## src/rtl/dm_access_ctrl.sv

```systemverilog
// Access controller between the MEM stage and a big-endian word-wide data memory.
// Optional per-response counters are enabled with `define DM_ACCESS_CNT_EN.
module dm_access_ctrl #(
  parameter int MEM_BYTES = 128,
  parameter int ADDR_W    = 32
) (
  input  logic              clk,
  input  logic              rst_n,
  input  logic              req_valid,
  output logic              req_ready,
  input  logic              req_we,
  input  logic [1:0]        req_size,
  input  logic              req_unsigned,
  input  logic [ADDR_W-1:0] req_addr,
  input  logic [31:0]       req_wdata,
  output logic              rsp_valid,
  output logic [31:0]       rsp_rdata,
  output logic              rsp_err,
  output logic [ADDR_W-1:0] dm_addr,
  output logic [31:0]       dm_w_data,
  output logic              dm_w,
  output logic              dm_r,
  input  logic [31:0]       dm_r_data
`ifdef DM_ACCESS_CNT_EN
  ,
  output logic [15:0]       cnt_load,
  output logic [15:0]       cnt_store,
  output logic [15:0]       cnt_err
`endif
);

  typedef enum logic [2:0] {IDLE, LOAD, RMW_RD, WRITE, RESP} state_t;

  state_t              state_q, state_d;
  logic                we_q, we_d;
  logic [1:0]          size_q, size_d;
  logic                uns_q, uns_d;
  logic [ADDR_W-1:0]   addr_q, addr_d;
  logic [31:0]         wdata_q, wdata_d;
  logic [31:0]         merge_q, merge_d;
  logic [31:0]         res_q, res_d;
  logic                err_q, err_d;
  logic [2:0]          bytes_s;
  logic [ADDR_W:0]     end_s;
  logic                chk_err_s;

  // Offset 0 is the most significant lane (big-endian).
  function automatic logic [31:0] load_ext(input logic [31:0] w, input logic [1:0] size,
                                           input logic uns, input logic [1:0] off);
    logic [7:0]  b;
    logic [15:0] h;
    case (off)
      2'd0:    b = w[31:24];
      2'd1:    b = w[23:16];
      2'd2:    b = w[15:8];
      default: b = w[7:0];
    endcase
    h = off[1] ? w[15:0] : w[31:16];
    case (size)
      2'b00:   load_ext = uns ? {24'h000000, b} : {{24{b[7]}}, b};
      2'b01:   load_ext = uns ? {16'h0000, h} : {{16{h[15]}}, h};
      default: load_ext = w;
    endcase
  endfunction

  function automatic logic [31:0] store_merge(input logic [31:0] w, input logic [31:0] d,
                                              input logic [1:0] size, input logic [1:0] off);
    case (size)
      2'b00: begin
        case (off)
          2'd0:    store_merge = {d[7:0], w[23:0]};
          2'd1:    store_merge = {w[31:24], d[7:0], w[15:0]};
          2'd2:    store_merge = {w[31:16], d[7:0], w[7:0]};
          default: store_merge = {w[31:8], d[7:0]};
        endcase
      end
      2'b01:   store_merge = off[1] ? {w[31:16], d[15:0]} : {d[15:0], w[15:0]};
      default: store_merge = d;
    endcase
  endfunction

  // Request check: illegal size, misalignment, or any byte beyond the memory.
  always_comb begin
    case (req_size)
      2'b00:   bytes_s = 3'd1;
      2'b01:   bytes_s = 3'd2;
      2'b10:   bytes_s = 3'd4;
      default: bytes_s = 3'd1;
    endcase
    end_s     = {1'b0, req_addr} + {{(ADDR_W-2){1'b0}}, bytes_s};
    chk_err_s = (req_size == 2'b11) ||
                (req_size == 2'b01 && req_addr[0]) ||
                (req_size == 2'b10 && req_addr[1:0] != 2'b00) ||
                (end_s > (ADDR_W+1)'(MEM_BYTES));
  end

  // Next-state and datapath register updates.
  always_comb begin
    state_d = state_q;
    we_d    = we_q;
    size_d  = size_q;
    uns_d   = uns_q;
    addr_d  = addr_q;
    wdata_d = wdata_q;
    merge_d = merge_q;
    res_d   = res_q;
    err_d   = err_q;
    case (state_q)
      IDLE: begin
        if (req_valid) begin
          we_d    = req_we;
          size_d  = req_size;
          uns_d   = req_unsigned;
          addr_d  = req_addr;
          wdata_d = req_wdata;
          res_d   = 32'h0000_0000;
          err_d   = chk_err_s;
          merge_d = (req_we && !chk_err_s) ? req_wdata : 32'h0000_0000;
          if (chk_err_s) begin
            state_d = RESP;
          end else if (!req_we) begin
            state_d = LOAD;
          end else if (req_size == 2'b10) begin
            state_d = WRITE;
          end else begin
            state_d = RMW_RD;
          end
        end else begin
          state_d = IDLE;
        end
      end
      LOAD: begin
        res_d   = load_ext(dm_r_data, size_q, uns_q, addr_q[1:0]);
        state_d = RESP;
      end
      RMW_RD: begin
        merge_d = store_merge(dm_r_data, wdata_q, size_q, addr_q[1:0]);
        state_d = WRITE;
      end
      WRITE:   state_d = RESP;
      RESP:    state_d = IDLE;
      default: state_d = IDLE;
    endcase
  end

  // State and latched request registers.
  always_ff @(posedge clk or negedge rst_n) begin
    if (!rst_n) begin
      state_q <= IDLE;
      we_q    <= 1'b0;
      size_q  <= 2'b00;
      uns_q   <= 1'b0;
      addr_q  <= '0;
      wdata_q <= 32'h0000_0000;
      merge_q <= 32'h0000_0000;
      res_q   <= 32'h0000_0000;
      err_q   <= 1'b0;
    end else begin
      state_q <= state_d;
      we_q    <= we_d;
      size_q  <= size_d;
      uns_q   <= uns_d;
      addr_q  <= addr_d;
      wdata_q <= wdata_d;
      merge_q <= merge_d;
      res_q   <= res_d;
      err_q   <= err_d;
    end
  end

  // Enables are Moore-decoded so the falling-edge write sees a stable dm_w.
  assign req_ready = (state_q == IDLE);
  assign rsp_valid = (state_q == RESP);
  assign rsp_rdata = res_q;
  assign rsp_err   = err_q;
  assign dm_addr   = {addr_q[ADDR_W-1:2], 2'b00};
  assign dm_w_data = merge_q;
  assign dm_w      = (state_q == WRITE);
  assign dm_r      = (state_q == LOAD) || (state_q == RMW_RD);

`ifdef DM_ACCESS_CNT_EN
  logic [15:0] cnt_load_q, cnt_load_d;
  logic [15:0] cnt_store_q, cnt_store_d;
  logic [15:0] cnt_err_q, cnt_err_d;

  // Saturating counters, bumped once in each response cycle.
  always_comb begin
    cnt_load_d  = cnt_load_q;
    cnt_store_d = cnt_store_q;
    cnt_err_d   = cnt_err_q;
    if (state_q == RESP) begin
      if (err_q) begin
        cnt_err_d = (cnt_err_q == 16'hFFFF) ? cnt_err_q : cnt_err_q + 16'd1;
      end else if (we_q) begin
        cnt_store_d = (cnt_store_q == 16'hFFFF) ? cnt_store_q : cnt_store_q + 16'd1;
      end else begin
        cnt_load_d = (cnt_load_q == 16'hFFFF) ? cnt_load_q : cnt_load_q + 16'd1;
      end
    end else begin
      cnt_err_d = cnt_err_q;
    end
  end

  // Counter registers.
  always_ff @(posedge clk or negedge rst_n) begin
    if (!rst_n) begin
      cnt_load_q  <= 16'h0000;
      cnt_store_q <= 16'h0000;
      cnt_err_q   <= 16'h0000;
    end else begin
      cnt_load_q  <= cnt_load_d;
      cnt_store_q <= cnt_store_d;
      cnt_err_q   <= cnt_err_d;
    end
  end

  assign cnt_load  = cnt_load_q;
  assign cnt_store = cnt_store_q;
  assign cnt_err   = cnt_err_q;
`endif

endmodule
```

## config.mk

```make
export PLATFORM = sky130hd
export DESIGN_NAME = dm_access_ctrl
export DESIGN_NICKNAME = d
export VERILOG_FILES = /design/src/rtl/dm_access_ctrl.sv
export SDC_FILE = /design/constraint.sdc
export NUM_CORES = 1
export LEC_CHECK = 0
export BUFFER_PORTS_ARGS = -buffer_cell sky130_fd_sc_hd__buf_4
export CAP_MARGIN = 20
export CORE_ASPECT_RATIO = 2
export CORE_MARGIN = 1.5
export CORE_UTILIZATION = 50
export CTS_BUF_LIST = sky130_fd_sc_hd__clkbuf_4 sky130_fd_sc_hd__clkbuf_8
export CTS_CLUSTER_SIZE = 10
export DETAILED_ROUTE_END_ITERATION = 10
export PLACE_DENSITY = 0.81
export SLEW_MARGIN = 40
export SYNTH_ARGS = -nofsm -noshare
export SYNTH_HDL_FRONTEND = slang
export SYNTH_SLANG_ARGS = --single-unit
```

## constraint.sdc

```tcl
create_clock -name clk -period 5.35 [get_ports clk]
set_clock_uncertainty 0.05 [all_clocks]
set_input_delay 0.2675 -clock clk [delete_from_list [all_inputs] [get_ports clk]]
set_output_delay 0.2675 -clock clk [all_outputs]
set_load 0.1 [all_outputs]
```

Word-level counts from Yosys, hierarchy flattened
Cells that the tools add are included.
- add/sub/neg operators: 1
- multiply operators: 0
- divide/modulo/power cells: 0
- magnitude comparators: 1
- equality and inequality tests: 11
- shift-type cells: 0
- muxes and demuxes: 19
- bitwise gates (word level): 0
- reduce and logical (&&, ||, !) cells: 18
- operator list (operator ; number):
    32-bit case mux with 2 select lines ; 4
    32-bit 2-to-1 mux ; 6
    32-bit case mux with 3 select lines ; 1
    32-bit by 3-bit adder with 33-bit output ; 1
    33-bit by 8-bit greater-than comparator with 1-bit output, second input constant ; 1
    8-bit case mux with 3 select lines ; 1
    16-bit 2-to-1 mux ; 1
    3-bit case mux with 3 select lines ; 1
    2-bit by 1-bit == test with 1-bit output, second input constant ; 3
    2-bit == test, second input constant ; 3
    3-bit by 2-bit == test with 1-bit output, second input constant ; 2
    3-bit 2-to-1 mux ; 2
    3-bit case mux with 2 select lines ; 1
    2-bit AND reduction ; 3
    2-bit nonzero test ; 3
    2-bit logical NOT ; 2
    1-bit logical OR ; 4
    3-bit by 1-bit == test with 1-bit output, second input constant ; 1
    3-bit == test, second input constant ; 1
    1-bit logical AND ; 3
    3-bit logical NOT ; 1
    2-bit 2-to-1 mux ; 1
    2-bit != test, second input constant ; 1
    2-bit OR reduction ; 1
    2 further kinds ; 2
- flip-flop bits (word level): 135
- latch bits: 0
- RAM bits: 0
- memory bits (read-only): 0
- input bits: 103
- output and inout port bits: 101
- memories kept: 0

Logic depth before layout (Yosys ltp)
Gate-level depths: netlist of the first run.
- depth after elaboration: 10
- mapped depth: 13
- mapped depth without buffers: 11

Worst setup path before layout of the first run
Ideal clock, no wire load.
- path type: register to register
- start point: register state_q[2]
- end point: register merge_q[19] (netlist: dm_w_data[19])
- arrival: 3.876 ns
- slack: 1.341 ns
- stages on the path, launching flop included: 9
- buffers on the path: 2
- clock period less this slack: 4.009 ns
- cell sequence: dfrtp_1 nor3_1 and2_1 clkbuf_1 nand2_1 nor3_1 nand4_2 buf_4 o22ai_2
- word-level cells in the longest chain between the ends: 3
- elaborated cells on any way between the ends: 6
- classes of those cells: eq/ne (2); mux (1); reduce/logical (3)
- ends and longest elaborated chain (what ; RTL line ; source):
    from (decl) ; 34 ; state_t state_q, state_d;
    from (signal assigned) ; 159 ; state_q <= state_d;
    3-bit logical NOT (*) ; n/a ;
    via req_ready ; 10 ; output logic req_ready,
    2-bit != test (no line) / 2-bit nonzero test (equally long branches) ; n/a ;
    2-bit AND reduction (no line) ; n/a ;
    to (signal assigned) ; 165 ; merge_q <= merge_d;
    to (decl) ; 40 ; logic [31:0] merge_q, merge_d;
The timed path passes the listed nets; every way through them passes the cells marked *.
A chain may end at the register's enable or synchronous reset.

Worst setup path in the final report of the first run
- start point: input port req_addr[2]
- end point: register merge_q[1] (netlist: dm_w_data[1])
- word-level cells in the longest chain between the ends: 8
- ends and longest elaborated chain (what ; RTL line ; source):
    from (decl) ; 14 ; input logic [ADDR_W-1:0] req_addr,
    32-bit by 3-bit adder with 33-bit output ; 90 ; end_s = {1'b0, req_addr} + {{(ADDR_W-2){1'b0}}, bytes_s};
    33-bit by 8-bit greater-than comparator with 1-bit output ; 94 ; (end_s > (ADDR_W+1)'(MEM_BYTES));
    1-bit logical OR ; 93 ; (req_size == 2'b10 && req_addr[1:0] != 2'b00) ||
    1-bit logical NOT ; 118 ; merge_d = (req_we && !chk_err_s) ? req_wdata : 32'h0000_0000;
    1-bit logical AND ; 118 ;
    32-bit 2-to-1 mux ; 118 ;
    32-bit 2-to-1 mux ; 110 ; if (req_valid) begin
    32-bit case mux with 2 select lines ; 108 ; case (state_q)
No other way between the ends. The select of a mux whose other input is x is not followed.

==> flow_summary.yaml, run 1 <==
outcome:
  outcome: "completed"
yosys:
  synth_top_area_cell: "dfrtp_1"
  synthFlopType: "dfrtp_1"
  ys_types: 66
  synth_top_area_share_pct: 43.43
  synth_area_per_cell_um2: 8.275
  synthTopCellsByCount: "nand2_1, dfrtp_1, o21ai_0, nor2_1, a21oi_1"
  synth_area_um2: 7779
  async_flop_share_pct: 100.0
  yosysWarnings: 0
  syn_inst: 940
  synth_area_leaders: "dfrtp_1, nand2_1, o21ai_0, buf_4, a21oi_1"
  synth.most_common_cell: "nand2_1"
  seq_area_frac_synth_pct: 43.43
  synth_edf_count: 0
  ys_ff_latch: 135
critical_path:
  start_kind: "primary input"
  end_kind: "register"
  path_delay_family: "simple AND/OR/NAND/NOR gates"
  path_common_cell: "buf_4"
  path_cells: "dlygate4sd3_1 -> buf_4 -> ha_1 -> a21oi_1 -> or4_1 -> nor4_1 -> mux2_2 -> a211oi_2 -> nand4_2 -> buf_4 -> o21ai_0"
  cp_slowest_cell: "or4_1"
  arrival_ns: 3.78
  crit_required_ns: 5.66
  critPathBufInv: 3
  critPathMaxFanout: 33
  cpPeakStageDelay_ns: 0.63
  worstSetupPathType: "primary input to register"
  ff2ff_setup_slack_ns: 2.58
cells_and_area:
  fin_util_pct: 63.38
  drive_gt1_share_pct: 24.75
  nets: 1193
  antenna_cells: 0
  fillCellCount: 1417
  final_cell_area_um2: 9643
  area_growth_pct: 23.97
clock_tree:
  clock_latency_ns: 0.45
  cts_tree: "yes"
  cts_sinks: 135
  ctsResizeCount: 0
  htree_levels: 4
  cts_inserted_buffers: 17
  clk_pin_slew_ns: 0.08
  cts_root_buf: "clkbuf_8"
  cts_buffer_depth: 2
floorplan:
  rows: 64
  pin_count: 204
  start_util_pct: 51.13
  fp.dieH_um: 179.4
  die_x_um: 91.20
  core-area_um2: 15210
  dieArea_um2: 16360
sta:
  fin_setup_tns_ns: 0
  worst_slew_pin_slew_ns: 0.7956
  layout_min_cycle_time_ns: 3.465
  max_freq_mhz: 288.6
  hold_viol_final: 0
  setup_slack_ns: 1.885
  rsz0062_at_grt: "no"
  hold_slack_ns: 0.01913
  final_max_slew_viol_count: 0
  setup_violations: 0
  fin_crit_sh_pct: 64.77
  max_slew_margin_pct: 46.96
drt:
  ant_nets: 0
  wire_per_inst_um: 19.67
  drt_iter0_markers: 520
  firstDrtPassIters: 7
  vias: 7578
  drc: 0
  routed_wl_um: 25430
  viasPerCell: 5.861
power_and_ir_drop:
  p_leak_uw: 0.004741
  pwr_density_cell_nw_per_um2: 299.5
  peakVddDrop_v: 0.0002015
global_route:
  grt_pass1_vias: 7430
  grt_pass1_wl_um: 39040
  grt_use_total_pct: 31.42
  grt_max_degree: 119
  antenna_found_initial: 0
  grt-ovfl-total: 0
place:
  hpwl_um: 19090
  gp_congestion: 0.9645
  dpl_worst_slack_ns: 1.602
  placed_area_um2: 9136
  io_buffers: 201
hold_path:
  worstHoldPathType: "primary input to register"
job:
  maxCapViolations: 0
-- worst paths after layout --
path | end | cells past startpoint | from
worst max-delay path | dm_w_data[1]$_DFFE_PN0P_ | 11 | req_addr[2]
worst min-delay path | addr_q[0]$_DFFE_PN0P_ | 3 | req_addr[0]
worst max register to register | dm_w_data[1]$_DFFE_PN0P_ | 8 | state_q[2]$_DFF_PN0_
worst min register to register | addr_q[11]$_DFFE_PN0P_ | 2 | addr_q[11]$_DFFE_PN0P_
max in group asynchronous | uns_q$_DFFE_PN0P_ | 3 | rst_n
min in group asynchronous | addr_q[11]$_DFFE_PN0P_ | 2 | rst_n
-- flip-flops by register name, indices dropped and copies added, names as in the netlist --
name       flops
addr_q        32
dm_w_data     32
rsp_rdata     32
wdata_q       32
state_q        3
size_q         2
rsp_err        1
uns_q          1
-- through the flow --
step	cells	total power [uW]
after floorplan	941	1731
after global placement	1254	1952
after detailed placement	1254	1960
after CTS	1293	2899
after global routing	1293	3013
final	1293	2888
-- where the power goes --
part,leakage (uW),switching (uW),total [uW],internal [uW]
Combinational,0.00277,565,796,231
Sequential,0.00177,70.4,1160,1090
Clock,0.000209,456,937,480
Total,0.00474,1090,2890,1800
-- worst min-delay path, delay by kind of cell --
family | cells | cell delay (ns)
and+or+nand+nor | 2 | 0.11
buffers and inverters | 1 | 0.10
-- cell usage in the layout, fill, tap and decap left out, types with 3 or more instances in the layout --
| master | synthesis | routed |
|---|---|---|
| a21o_1 | 6 | 6 |
| a21oi_1 | 49 | 49 |
| a221oi_1 | 15 | 15 |
| a222oi_1 | 8 | 8 |
| a22o_1 | 6 | 6 |
| a22oi_1 | 8 | 8 |
| a31oi_1 | 25 | 25 |
| and2_1 | 5 | 5 |
| and3_1 | 11 | 11 |
| and4_1 | 3 | 3 |
| buf_4 | 33 | 208 |
| bufinv_16 | 0 | 3 |
| clkbuf_8 | 0 | 18 |
| clkinvlp_4 | 0 | 3 |
| dfrtp_1 | 135 | 134 |
| dlygate4sd3_1 | 0 | 7 |
| ha_1 | 7 | 7 |
| inv_1 | 41 | 41 |
| inv_6 | 0 | 5 |
| mux2i_1 | 16 | 16 |
| nand2_1 | 196 | 195 |
| nand2b_1 | 6 | 6 |
| nand3_1 | 27 | 27 |
| nand4_1 | 13 | 13 |
| nor2_1 | 51 | 49 |
| nor2b_1 | 19 | 19 |
| nor3_1 | 16 | 15 |
| nor4_1 | 8 | 8 |
| o211ai_1 | 3 | 3 |
| o211ai_2 | 8 | 8 |
| o21ai_0 | 86 | 86 |
| o21ai_1 | 20 | 20 |
| o31a_1 | 3 | 3 |
| o31ai_1 | 4 | 4 |
| or2_2 | 5 | 5 |
| or4_1 | 5 | 5 |
-- metal layers --
metal,track usage [%],wire length (um),vias to the layer above
met2,58.68,13840,319
li1,-,-,3561
met5,0,0,-
met1,30.61,8535,3604
met3,5.907,1209,94
met4,22.27,1851,0
-- area by class of cell --
class	instances	area (um2)	share of cell area (%)
Clock buffer	18	241.5	2.504
Clock inverter	14	187.7	1.946
Inverter	41	153.9	1.596
Multi-Input combinational cell	670	3776	39.16
Sequential cell	135	3379	35.05
Tap cell	198	247.7	2.569
Timing Repair Buffer	217	1657	17.18
-- logic make-up (layout without fill, tap and decap cells) --
kind of cell	count (synthesis)	after routing	share of synthesized area, %
and+or+nand+nor	376	376	22.31
AOI/OAI and AO/OA	262	262	21.55
buffers and inverters	136	290	8.300
DFF	135	135	43.43
muxes	19	19	2.638
adders and majority gates	8	8	1.383
xor gates and xnor gates	3	3	0.3378
other	1	2	0.04821
-- what timing repair did --
action	in CTS	in global routing
buffers inserted	0	0
hold endpoints to repair	86	0
hold buffers	7	0
endpoints found under the setup margin	0	0
Power figures use the tool's default switching activity.
==> run 2: changes to the inputs <==
--- a/config.mk
+++ b/config.mk
@@ -5,6 +5,7 @@
 export SDC_FILE = /design/constraint.sdc
 export NUM_CORES = 1
 export LEC_CHECK = 0
+export ABC_AREA = 1
 export BUFFER_PORTS_ARGS = -buffer_cell sky130_fd_sc_hd__buf_4
 export CAP_MARGIN = 20
 export CORE_ASPECT_RATIO = 2
@@ -13,7 +14,7 @@
 export CTS_BUF_LIST = sky130_fd_sc_hd__clkbuf_4 sky130_fd_sc_hd__clkbuf_8
 export CTS_CLUSTER_SIZE = 10
 export DETAILED_ROUTE_END_ITERATION = 10
-export PLACE_DENSITY = 0.81
+export PLACE_DENSITY = 0.8
 export SLEW_MARGIN = 40
 export SYNTH_ARGS = -nofsm -noshare
 export SYNTH_HDL_FRONTEND = slang
==> constraint.sdc (replaced) <==
create_clock -name clk -period 3.3 [get_ports clk]
set_clock_uncertainty 0.05 [all_clocks]
set_input_delay 0.165 -clock clk [delete_from_list [all_inputs] [get_ports clk]]
set_output_delay 0.165 -clock clk [all_outputs]
set_load 0.1 [all_outputs]
==> flow_summary.yaml, run 2 <==
sta:
  final_max_slew_viol_count: 0
  setup_violations: 0
  max_freq_mhz: 325.0
  max_slew_margin_pct: 47.09
  fin_setup_tns_ns: 0
  layout_min_cycle_time_ns: 3.077
  hold_viol_final: 0
  fin_crit_sh_pct: 93.24
  rsz0062_at_grt: "no"
  worst_slew_pin_slew_ns: 0.7888
cells_and_area:
  area_growth_pct: 34.17
  multi_input_area_um2: 4088
  nets: 1471
  stdcell_count: 1578
  fillCellCount: 1343
  final_cell_area_um2: 11200
  seqCellArea_um2: 3378
  mostFrequentLayoutCell: "nand2_1"
  final_cell_mix: "nand2_1, buf_4, o21ai_0, dfrtp_1, inv_1"
  drive_gt1_share_pct: 23.02
drt:
  ant_nets: 0
  routed_wl_um: 29920
  wire_per_inst_um: 18.96
  drt_iter0_markers: 704
  drc: 0
  vias: 8881
  viasPerCell: 5.628
  firstDrtPassIters: 8
clock_tree:
  cts_root_buf: "clkbuf_8"
  postCtsSetupBuffers: 0
  cts_tree: "yes"
  clock_latency_ns: 0.46
  clk_pin_slew_ns: 0.07
  cts_buffer_depth: 2
  cts_inserted_buffers: 17
  cts_sinks: 135
  htree_levels: 4
critical_path:
  crit_required_ns: 3.63
  cp_slowest_cell: "dlygate4sd3_1"
  r2r_start: "size_q[1]$_DFFE_PN0P_"
  r2r-end: "rsp_rdata[28]$_DFFE_PN0P_"
  path_cells: "dlygate4sd3_1 -> buf_4 -> inv_1 -> ha_1 -> ha_1 -> fa_1 -> nand3_1 -> nand2_2 -> nand2_1 -> nor2_2 -> nand2_1 -> nand2_1 -> nor2_1 -> nand2_1 -> nor2_1 -> nand2_1 -> nor2_2 -> nand4_4 -> buf_12 -> o21bai_2"
  end_kind: "register"
  reg2regPathDepth: 11
  cpPeakStageDelay_ns: 0.53
  critPathLaunch: "req_size[0]"
  ff2ff_setup_slack_ns: 0.73
  arrival_ns: 3.41
  path_common_cell: "nand2_1"
  path_delay_family: "simple AND/OR/NAND/NOR gates"
  worstSetupPathType: "primary input to register"
  critPathBufInv: 4
  start_kind: "primary input"
  critPathMaxFanout: 18
floorplan:
  dieArea_um2: 17530
  fp.dieH_um: 185.7
  die_x_um: 94.37
  core-area_um2: 16270
  start_util_pct: 51.32
  pin_count: 204
  rows: 66
yosys:
  synth_top_family_by_area: "compound AO/OA/AOI/OAI gates"
  synth_top_area_cell: "dfrtp_1"
  synthTopCellsByCount: "nand2_1, o21ai_0, dfrtp_1, inv_1, nor2_1"
  synth_edf_count: 0
  seq_area_frac_synth_pct: 40.47
  synth_area_per_cell_um2: 7.500
  synth_area_leaders: "dfrtp_1, nand2_1, o21ai_0, inv_1, o21bai_2"
  synth_xor_area_share_pct: 0.3147
  ys_types: 44
  synth_area_um2: 8348
  yosys.area_share.simple_pct: 23.46
  synth_fa_ha_area_share_pct: 1.289
  synthFlopType: "dfrtp_1"
  ys_ff_latch: 135
  synth_compound_area_share_pct: 23.76
  yosysWarnings: 0
  async_flop_share_pct: 100.0
  synth.area.mux_share_pct: 0
  syn_inst: 1113
  synth_top_area_share_pct: 40.47
  synth.most_common_cell: "nand2_1"
place:
  io_buffers: 201
  dp.cells: 1459
  placed_area_um2: 9931
  hpwl_um: 21930
  gp_congestion: 0.9891
global_route:
  grt_max_degree: 100
  antenna_found_initial: 1
  grt-ovfl-total: 0
  grt_pass1_wl_um: 45270
  grt_use_total_pct: 34.73
  grt_pass1_vias: 8685
outcome:
  outcome: "completed"
hold_path:
  hold_start: "dm_r_data[28]"
  hold_path_depth: 3
  worstHoldEndpoint: "rsp_rdata[28]$_DFFE_PN0P_"
  worstHoldPathType: "primary input to register"
job:
  maxCapViolations: 0
power_and_ir_drop:
  peakVddDrop_v: 0.0003449
  pwr_density_cell_nw_per_um2: 434.0
  p_leak_uw: 0.005729
-- run 2: changes by cell type after synthesis, sizes merged, moves of 11 or more --
| cell | previous run | this run |
|---|---|---|
| nand2 | 196 | 292 |
| inv | 41 | 110 |
| o21ai | 106 | 152 |
| nand3 | 27 | 68 |
| o21bai | 0 | 33 |
| nor2 | 51 | 80 |
| a31oi | 25 | 0 |
| a21oi | 49 | 27 |
| nor2b | 19 | 0 |
| mux2i | 16 | 0 |
| o221ai | 0 | 16 |
| a221oi | 15 | 2 |
| a22o | 6 | 18 |
| and3 | 11 | 0 |
-- run 2: timing repair --
item                      CTS  global route
hold buffers               86             0
gates resized for setup     0             0
hold endpoints to repair  250             0
-- run 2: cells by family (layout without fill, tap and decap cells) --
kind of cell	after synthesis	after routing
compound gates	304	304
other cells	1	3
flops	135	135
fa+ha+maj	8	8
simple gates	464	464
buf+inv	198	457
xor+xnor	3	3
-- run 2: how the worst max path moves through the flow --
| stage | end | slack, ns | depth (start not counted) |
|---|---|---|---|
| floorplan | rsp_valid | 0.62 | 1 |
| CTS | dm_w_data[1]$_DFFE_PN0P_ | 0.28 | 20 |
| global route | dm_w_data[2]$_DFFE_PN0P_ | 0.06 | 20 |
| finish | dm_w_data[28]$_DFFE_PN0P_ | 0.22 | 20 |
| global placement | dm_w_data[2]$_DFFE_PN0P_ | 0.40 | 19 |
| detailed placement | dm_w_data[1]$_DFFE_PN0P_ | 0.34 | 19 |
-- run 2: report_power, final --
part	switching [uW]	internal [uW]
sequential	81.6	1760
clock	654	772
combinational	1100	490
total	1840	3020
-- run 2: per-layer routing --
metal	up-vias	global-route usage (%)	share of wire [%]
li1	4180	-	-
met1	4151	33.98	33
met2	431	63.02	53
met3	119	5.842	6.0
met4	0	26.69	7.9
met5	-	0	0
-- run 2: worst min-delay path, cell delays in order --
cell	delay, ns
buf_4	0.09
o21ai_0	0.06
o21ai_0	0.16
-- run 2: layout make-up --
class,instances,area share [%]
clock buffers,24,2.782
inverters,111,3.720
well taps,204,2.279
repair buffers,314,23.69
clock inverters,8,0.8490
multi-input cells,781,36.49
flip-flops and latches,135,30.16
diodes,1,0.02234
-- run 2: stage by stage --
step           hold slack, ns  setup WS [ns]  power [uW]  util, %
6_report              0.01199         0.2231        4861    68.85
4_1_cts              0.002219         0.2844        4870    68.84
3_5_place_dp          0.03917         0.3376        3359    61.04
3_3_place_gp           0.3434         0.4044        3341    60.83
5_1_grt               0.03700        0.06276        5061    68.85
2_1_floorplan         -0.1806         0.6243        2901        -
==> run 3: changes to the inputs <==
==> constraint.sdc (replaced) <==
create_clock -name clk -period 3 [get_ports clk]
set_clock_uncertainty 0.05 [all_clocks]
set_input_delay 0.15 -clock clk [delete_from_list [all_inputs] [get_ports clk]]
set_output_delay 0.15 -clock clk [all_outputs]
set_load 0.1 [all_outputs]
==> flow_summary.yaml, run 3 (synthesized netlist as in run 2, its figures left out) <==
outcome:
  outcome: "completed"
sta:
  layout_min_cycle_time_ns: 2.863
  max_freq_mhz: 349.3
  setup_violations: 0
  worst_slew_pin_slew_ns: 0.9894
  max_slew_margin_pct: 33.64
  setup_slack_ns: 0.1375
  fin_crit_sh_pct: 95.42
  hold_viol_final: 0
  fin_setup_tns_ns: 0
  final_max_slew_viol_count: 0
critical_path:
  arrival_ns: 3.21
  cp_slowest_cell: "dlygate4sd3_1"
  critPathLaunch: "req_size[1]"
  worstSetupPathType: "primary input to register"
  start_kind: "primary input"
  path_common_cell: "nand2_1"
  crit_required_ns: 3.34
  ff2ff_setup_slack_ns: 0.34
  cp-endpoint: "dm_w_data[2]$_DFFE_PN0P_"
  r2r-end: "rsp_rdata[24]$_DFFE_PN0P_"
  end_kind: "register"
  cpPeakStageDelay_ns: 0.62
  critPathMaxFanout: 7
  path_cells: "dlygate4sd3_1 -> ha_4 -> ha_1 -> or2_2 -> nand2_2 -> nor2_1 -> nand2_1 -> nand2_1 -> nor2_1 -> nand2_1 -> nor2_1 -> nand2_1 -> nor2_2 -> nand4_4 -> buf_12 -> o21bai_1"
  reg2regPathDepth: 11
  r2r_start: "addr_q[1]$_DFFE_PN0P_"
global_route:
  grt_pass1_vias: 8794
  grt_use_total_pct: 35.42
  grt_max_degree: 100
  grt_pass1_wl_um: 46090
  grt-ovfl-total: 0
  antenna_found_initial: 0
job:
  maxCapViolations: 0
place:
  io_buffers: 201
  dpl_worst_slack_ns: 0.1174
  hpwl_um: 22040
  gp_congestion: 1.017
floorplan:
  rows: 66
  fp.dieH_um: 185.7
  dieArea_um2: 17530
  pin_count: 204
  start_util_pct: 51.32
  die_x_um: 94.37
  core-area_um2: 16270
cells_and_area:
  mostFrequentLayoutCell: "nand2_1"
  antenna_cells: 0
  area_growth_pct: 36.00
  nets: 1473
  final_cell_mix: "nand2_1, buf_4, o21ai_0, dfrtp_1, inv_1"
  drive_gt1_share_pct: 23.94
clock_tree:
  clock_latency_ns: 0.48
  clk_pin_slew_ns: 0.08
  cts_inserted_buffers: 17
  cts_tree: "yes"
  cts_sinks: 135
  cts_root_buf: "clkbuf_8"
  htree_levels: 4
  cts_buffer_depth: 2
drt:
  vias: 9047
  routed_wl_um: 30780
  firstDrtPassIters: 6
  ant_nets: 0
  viasPerCell: 5.733
  drc: 0
  wire_per_inst_um: 19.51
  drt_iter0_markers: 694
power_and_ir_drop:
  pwr_density_cell_nw_per_um2: 484.8
  p_leak_uw: 0.005780
  peakVddDrop_v: 0.0003779
hold_path:
  worstHoldPathType: "primary input to register"
[run 3: worst min path at each step]
stage          cells past startpoint    startpoint  slack (ns)                     end
2_1_floorplan                      0         rst_n       -0.20   addr_q[0]$_DFFE_PN0P_
3_3_place_gp                       1         rst_n        0.12  addr_q[23]$_DFFE_PN0P_
3_5_place_dp                       1         rst_n        0.12  addr_q[23]$_DFFE_PN0P_
4_1_cts                            3  req_addr[11]       0.001  addr_q[11]$_DFFE_PN0P_
5_1_grt                            3  req_addr[23]        0.03  addr_q[23]$_DFFE_PN0P_
6_report                           3  req_addr[11]        0.02  addr_q[11]$_DFFE_PN0P_
[run 3: worst max-delay path: cells and delay by family]
family | cells | cell delay, ns
simple gates | 11 | 1.53
buf+inv | 2 | 0.84
fa+ha+maj | 2 | 0.53
compound gates | 1 | 0.14
[run 3: area by class of cell]
| type | count | area [um2] |
|---|---|---|
| Fill cell | 1305 | 4915 |
| Multi-Input combinational cell | 781 | 4178 |
| Sequential cell | 135 | 3378 |
| Timing Repair Buffer | 316 | 2680 |
| Inverter | 111 | 419.2 |
| Clock buffer | 20 | 269.0 |
| Tap cell | 204 | 255.2 |
| Clock inverter | 11 | 173.9 |
[run 3: routing by layer]
metal  up-vias  GRT usage [%]  wire [um]
met5         -              0          0
met4         0          27.94       2550
met3       138          7.108       1993
met2       497          63.08      16340
met1      4227          34.68       9902
li1       4185              -          -
[run 3: repair_timing]
action	CTS	global route
gates resized for setup	0	23
endpoints found under the setup margin	0	33
hold buffers	90	0
hold endpoints to repair	186	0
setup buffers	0	1
[run 3: power by group]
| part | leakage [uW] | switching [uW] | total, uW | internal [uW] |
|---|---|---|---|---|
| clock | 0.000214 | 756 | 1710 | 956 |
| sequential | 0.00177 | 91.4 | 2030 | 1940 |
| combinational | 0.00380 | 1230 | 1760 | 532 |
[run 3: through the flow]
| step | std cells | util [%] | total power, uW | hold slack (ns) | instance area [um2] |
|---|---|---|---|---|---|
| 2_1_floorplan | 1114 | - | 3191 | -0.1956 | 8352 |
| 3_3_place_gp | 1456 | 60.66 | 3657 | 0.1171 | 9868 |
| 3_5_place_dp | 1456 | 60.70 | 3670 | 0.1216 | 9874 |
| 4_1_cts | 1577 | 68.96 | 5462 | 0.001264 | 11220 |
| 5_1_grt | 1578 | 69.79 | 5728 | 0.02503 | 11350 |
| 6_report | 1578 | 69.79 | 5505 | 0.01902 | 11350 |
